===== config.mk =====
export PLATFORM = sky130hd
export DESIGN_NAME = mtx_seq_ctrl
export DESIGN_NICKNAME = d
export VERILOG_FILES = /design/src/rtl/mtx_seq_ctrl.sv
export SDC_FILE = /design/constraint.sdc
export NUM_CORES = 1
export LEC_CHECK = 0
export BUFFER_PORTS_ARGS = -buffer_cell sky130_fd_sc_hd__buf_2
export CAP_MARGIN = 5
export CORE_ASPECT_RATIO = 0.75
export CORE_MARGIN = 8
export CORE_UTILIZATION = 47
export CTS_CLUSTER_SIZE = 16
export DETAILED_ROUTE_END_ITERATION = 7
export GPL_TIMING_DRIVEN = 0
export PLACE_DENSITY_LB_ADDON = 0.12
export SLEW_MARGIN = 20
export SYNTH_ARGS = -nofsm -noshare
export SYNTH_HDL_FRONTEND = slang
export SYNTH_SLANG_ARGS = --single-unit

===== constraint.sdc =====
create_clock -name clk -period 7.85 [get_ports clk]
set_clock_uncertainty 0.1 [all_clocks]
set_input_delay 1.9625 -clock clk [delete_from_list [all_inputs] [get_ports clk]]
set_output_delay 1.9625 -clock clk [all_outputs]
set_load 0.01 [all_outputs]

===== src/rtl/mtx_seq_ctrl.sv =====
// Multi-cycle sequencer for matrix load/store/multiply instructions.
// Optional busy-cycle counter is built only when MTX_PERF_CNT_EN is defined.
module mtx_seq_ctrl #(
    parameter int DIM = 4,
    parameter int DW  = 32,
    parameter int AW  = 32,
    localparam int LW = $clog2(DIM),
    localparam int EW = 2 * LW
) (
    input  logic          clk,
    input  logic          rstn,
    input  logic          issue_valid,
    input  logic [2:0]    issue_func3,
    input  logic [AW-1:0] issue_base,
    output logic          mtx_busy,
    output logic          mtx_done,
    output logic          mtx_err,
    output logic          mem_req,
    output logic          mem_we,
    output logic [AW-1:0] mem_addr,
    output logic [DW-1:0] mem_wdata,
    input  logic          mem_gnt,
    input  logic          mem_rvalid,
    input  logic [DW-1:0] mem_rdata,
    output logic          mreg_we,
    output logic [EW-1:0] mreg_idx,
    output logic [DW-1:0] mreg_wdata,
    input  logic [DW-1:0] mreg_rdata,
    output logic          mac_en,
    output logic [LW-1:0] mac_i,
    output logic [LW-1:0] mac_j,
    output logic [LW-1:0] mac_k,
    output logic          mac_first,
    output logic          mac_last,
    output logic [31:0]   perf_busy_cycles
);

    localparam logic [2:0] F3_MLD  = 3'b001;
    localparam logic [2:0] F3_MST  = 3'b011;
    localparam logic [2:0] F3_MMUL = 3'b100;

    typedef enum logic [2:0] {
        IDLE,
        LD_REQ,
        LD_WAIT,
        ST_REQ,
        MUL,
        DONE
    } state_t;

    state_t            state_reg;
    logic [EW-1:0]     e_reg;
    logic [AW-1:0]     base_reg;
    logic [3*LW-1:0]   mul_cnt_reg;
    logic              err_reg;

    logic issue_legal;
    logic in_mem_op;
    logic e_last;

    assign issue_legal = (issue_func3 == F3_MLD) || (issue_func3 == F3_MST) ||
                         (issue_func3 == F3_MMUL);
    assign in_mem_op   = (state_reg == LD_REQ) || (state_reg == LD_WAIT) || (state_reg == ST_REQ);
    assign e_last      = &e_reg;

    always_ff @(posedge clk or negedge rstn) begin
        if (!rstn) begin
            state_reg   <= IDLE;
            e_reg       <= '0;
            base_reg    <= '0;
            mul_cnt_reg <= '0;
            err_reg     <= 1'b0;
        end else begin
            err_reg <= 1'b0;
            case (state_reg)
                IDLE: begin
                    if (issue_valid) begin
                        case (issue_func3)
                            F3_MLD: begin
                                base_reg  <= issue_base;
                                e_reg     <= '0;
                                state_reg <= LD_REQ;
                            end
                            F3_MST: begin
                                base_reg  <= issue_base;
                                e_reg     <= '0;
                                state_reg <= ST_REQ;
                            end
                            F3_MMUL: begin
                                mul_cnt_reg <= '0;
                                state_reg   <= MUL;
                            end
                            default: err_reg <= 1'b1;
                        endcase
                    end
                end
                LD_REQ: begin
                    if (mem_gnt) state_reg <= LD_WAIT;
                end
                LD_WAIT: begin
                    if (mem_rvalid) begin
                        if (e_last) begin
                            state_reg <= DONE;
                        end else begin
                            e_reg     <= e_reg + EW'(1);
                            state_reg <= LD_REQ;
                        end
                    end
                end
                ST_REQ: begin
                    if (mem_gnt) begin
                        if (e_last) state_reg <= DONE;
                        else        e_reg     <= e_reg + EW'(1);
                    end
                end
                MUL: begin
                    // {i,j,k} as one counter gives k innermost, then j, then i
                    if (&mul_cnt_reg) state_reg   <= DONE;
                    else              mul_cnt_reg <= mul_cnt_reg + (3*LW)'(1);
                end
                DONE:    state_reg <= IDLE;
                default: state_reg <= IDLE;
            endcase
        end
    end

    // Busy is 0 in DONE so the pipeline advances on the retire cycle
    assign mtx_busy = rstn && (((state_reg != IDLE) && (state_reg != DONE)) ||
                               ((state_reg == IDLE) && issue_valid && issue_legal));
    assign mtx_done = (state_reg == DONE);
    assign mtx_err  = err_reg;

    assign mem_req   = (state_reg == LD_REQ) || (state_reg == ST_REQ);
    assign mem_we    = (state_reg == ST_REQ);
    assign mem_addr  = mem_req ? (base_reg + AW'({e_reg, 2'b00})) : '0;
    assign mem_wdata = mem_we ? mreg_rdata : '0;

    assign mreg_idx   = in_mem_op ? e_reg : '0;
    assign mreg_we    = (state_reg == LD_WAIT) && mem_rvalid;
    assign mreg_wdata = mreg_we ? mem_rdata : '0;

    assign mac_en    = (state_reg == MUL);
    assign mac_i     = mac_en ? mul_cnt_reg[3*LW-1:2*LW] : '0;
    assign mac_j     = mac_en ? mul_cnt_reg[2*LW-1:LW]   : '0;
    assign mac_k     = mac_en ? mul_cnt_reg[LW-1:0]      : '0;
    assign mac_first = mac_en && (mul_cnt_reg[LW-1:0] == '0);
    assign mac_last  = mac_en && (&mul_cnt_reg[LW-1:0]);

`ifdef MTX_PERF_CNT_EN
    // Counts cycles spent working an operation (the combinational issue cycle is not one)
    logic        working;
    logic [31:0] perf_reg;

    assign working = in_mem_op || (state_reg == MUL);

    always_ff @(posedge clk or negedge rstn) begin
        if (!rstn) begin
            perf_reg <= '0;
        end else if (working && (perf_reg != '1)) begin
            perf_reg <= perf_reg + 32'd1;
        end
    end

    assign perf_busy_cycles = perf_reg;
`else
    assign perf_busy_cycles = '0;
`endif

endmodule


==> PnR_summary.wiki <==
{| class="wikitable"
! Metric !! Value
|-
| Critical path startpoint category || primary input
|-
| Routing usage on met3 || 0.0859
|-
| Post-DRT Antenna Nets || 0
|-
| Largest net degree at the start of global routing || 48
|-
| Share of post-route cells with drive strength above 1 || 0.450
|-
| Global route total overflow || 0
|-
| Least-Margin Pin Slew || 0.624 ns
|-
| FF+latch count, synth || 46
|-
| Buffers inserted during post-CTS setup optimization || 0
|-
| Std-Cell Core Area || 0.00788 mm2
|-
| Detailed Route Iter0 Violations || 185
|-
| Arr. time, crit path || 3.33 ns
|-
| Relative max-transition margin || 0.583
|-
| Required time worst endpoint || 5.79 ns
|-
| Cells after synthesis || 438
|-
| Sequential element share of the synthesized area || 0.301
|-
| Final RePlAce weighted congestion || 0.916
|-
| GRT Overall Usage || 0.229
|-
| Placed wire-length estimate after detailed placement || 11200 um
|-
| Average footprint of a synthesized cell || 8.72 um2
|-
| Compound-Gate Fraction of Synth Area || 0.112
|-
| Average via count per standard cell || 5.11
|-
| Leakage power of the design || 0.00295 uW
|-
| Area post-placement || 0.00516 mm2
|-
| DRC viols || 0
|-
| Layout Cells excl Fill || 800
|-
| Setup repair after global routing missed its margin || false
|-
| Antenna Cells || 0
|-
| Worst voltage drop across the vdd grid || 0.157 mV
|-
| Run status || completed
|-
| Met2 Use GR || 0.395
|-
| Layout Cell Area excl Fill || 0.00525 mm2
|-
| H-tree depth reported by CTS || 2
|-
| Flip-flop count of the largest register after layout || 32
|-
| Number of buffers created by CTS || 5
|-
| First-pass GRT wire length || 21100 um
|-
| Final slew viol count || 0
|-
| Post-synthesis xor/xnor area fraction || 0.0138
|-
| Total length of routed wires || 13400 um
|-
| Dominant combinational cell family by area after synthesis || simple AND/OR/NAND/NOR gates
|-
| Minimum period implied by the final worst setup slack || 5.39 ns
|-
| Final nets || 806
|-
| Yosys warns || 0
|-
| Final-report setup violation count || 0
|-
| Total negative setup slack || 0 ns
|-
| Post-DR wirelength/cell || 16.8 um
|-
| Full die area || 0.0113 mm2
|-
| Met1 demand-to-capacity share in global routing || 0.257
|-
| Hold Path Class || flip-flop to flip-flop
|-
| Simple-Gate Fraction of Synth Area || 0.308
|-
| CTS tree || done
|-
| Number of top-level pins || 251
|-
| Core occupancy in the finished layout || 0.666
|-
| Antenna violations before repair || 0
|-
| Number of global-route vias before repair || 4180
|-
| Synth unique cells || 56
|-
| Min Hold Slack || 0.411 ns
|-
| Cell area after synthesis || 0.00382 mm2
|-
| Clock-pin slew on the worst setup and hold paths || 0.08 ns
|-
| Crit end category || output pin
|-
| Width of the chip || 120 um
|-
| Pwr Density || 309 mW/mm2
|-
| Largest fanout on the critical path || 10
|-
| Max Freq || 0.186 GHz
|-
| Worst skew pair latency || 0.31 ns
|-
| Post-cts sizing count || 0
|-
| Clock tree root buffer cell || sky130_fd_sc_hd__clkbuf_8
|-
| Area Growth Syn to Fin || 37.4%
|-
| Via count of the routed design || 4089
|-
| Most Used Layer, Global Route || met2
|-
| Adder-cell area share of the yosys netlist || 0.0282
|-
| Number of buffers inserted for hold repair after clock tree synthesis || 0
|-
| Number of buffers between clock root and the deepest sink || 2
|-
| Pre-antenna DRT Iters || 5
|-
| Vert. Die Dim || 94.1 um
|-
| IO Port Bufs || 218
|-
| Num rows || 28
|-
| Category of the critical setup timing path || primary input to output pin
|-
| Max Cap Violations || 0
|-
| Final worst-path cycle share || 0.687
|-
| Cell total after placement || 792
|-
| Mux cell area share after synthesis || 0.119
|-
| Initial cell density of the core || 0.485
|-
| Final count of hold timing violations || 0
|-
| Num Clock Sinks || 46
|}
[placed cells by master (no fill, tap or decap), drive strengths merged, types with 4 or more instances in the layout]
cell,netlist,routed
nand2b,10,10
nand4,6,6
or4,11,11
mux2,36,36
conb,1,32
o31ai,13,13
and3,43,43
mux2i,5,5
nor4b,4,4
nor3,4,4
buf,41,259
dfrtp,46,46
nand2,19,19
a21oi,22,22
or3,7,7
and4,6,6
xnor2,6,6
a31oi,5,5
clkbuf,20,26
nor2,19,19
ha,7,7
and2,41,41
o21ai,12,12
inv,12,12
nand3,14,14
[critical path: stages]
cell	delay [ns]
sky130_fd_sc_hd__buf_2	0.09
sky130_fd_sc_hd__nor2b_1	0.28
sky130_fd_sc_hd__nand3_1	0.33
sky130_fd_sc_hd__buf_2	0.31
sky130_fd_sc_hd__a31oi_1	0.19
sky130_fd_sc_hd__buf_2	0.16
[power by group]
group,leakage [uW],internal [uW],switching (uW),total (uW)
Combinational,0.00234,437,561,998
Sequential,0.000571,346,126,472
Clock,0.0000452,63.1,87.3,150
[cell usage after synthesis (all sizes together)]
cell type | n | area (um2)
a211oi | 2 | 20.0
a21o | 3 | 22.5
a21oi | 22 | 110
a221o | 1 | 10.0
a22o | 1 | 8.76
a2bb2oi | 2 | 17.5
a31oi | 5 | 31.3
a32oi | 1 | 8.76
and2 | 41 | 257
and3 | 43 | 269
and3b | 1 | 8.76
and4 | 6 | 56.3
buf | 41 | 294
clkbuf | 20 | 98.9
conb | 1 | 3.75
dfrtp | 46 | 1150
dlygate4sd1 | 1 | 8.76
fa | 1 | 20.0
ha | 7 | 87.6
inv | 12 | 45.0
mux2 | 36 | 405
mux2i | 5 | 50.1
nand2 | 19 | 71.3
nand2b | 10 | 62.6
nand3 | 14 | 70.1
nand4 | 6 | 52.6
nor2 | 19 | 71.3
nor2b | 3 | 18.8
nor3 | 4 | 20.0
nor3b | 2 | 15.0
nor4 | 1 | 6.26
nor4b | 4 | 41.3
nor4bb | 1 | 10.0
o211a | 1 | 10.0
o21ai | 12 | 60.1
o21bai | 1 | 7.51
o221ai | 1 | 8.76
o22ai | 1 | 6.26
o31ai | 13 | 97.6
o41ai | 1 | 8.76
or2 | 3 | 18.8
or3 | 7 | 45.1
or4 | 11 | 82.6
xnor2 | 6 | 52.6
[layer usage]
metal,part of all wire,vias to the layer above
met5,0,-
met4,0.021,0
met3,0.10,21
met2,0.49,181
met1,0.39,1869
li1,-,2018
[final cells by class]
| cell class | count | area (um2) |
|---|---|---|
| timing repair buffer | 218 | 1090 |
| sequential | 46 | 1150 |
| clock buffer | 6 | 72.6 |
| multi-input combinational | 349 | 2340 |
| fill | 708 | 2630 |
| buffer | 62 | 402 |
| clock inverter | 2 | 13.8 |
| tap | 105 | 131 |
| inverter | 12 | 45.0 |
[final timing paths]
| check | startpoint | end | slack (ns) | cells after the start |
|---|---|---|---|---|
| max | issue_func3[0] | mtx_busy | 2.46 | 6 |
| min in group asynchronous | rstn | mtx_err | 1.56 | 1 |
| min reg2reg | base_reg[0] | base_reg[0] | 0.41 | 1 |
| max in group asynchronous | rstn | base_reg[25] | 5.66 | 1 |
| min | base_reg[0] | base_reg[0] | 0.41 | 1 |
| max reg2reg | state_reg[0] | base_reg[1] | 5.74 | 5 |
[cell families after synthesis]
logic type,after synthesis
AOI/OAI and AO/OA,67
xor gates and xnor gates,6
adders and majority gates,8
buffers and inverters,74
DFF,46
muxes,41
other,1
and+or+nand+nor,195
[metrics by stage]
stage	setup WS, ns	total power (uW)
2_1_floorplan	2.90	1090
3_3_place_gp	2.47	1440
3_5_place_dp	2.45	1470
4_1_cts	2.44	1630
5_1_grt	2.36	1760
6_report	2.46	1620
Note: power is estimated with default switching activity, not from simulation.
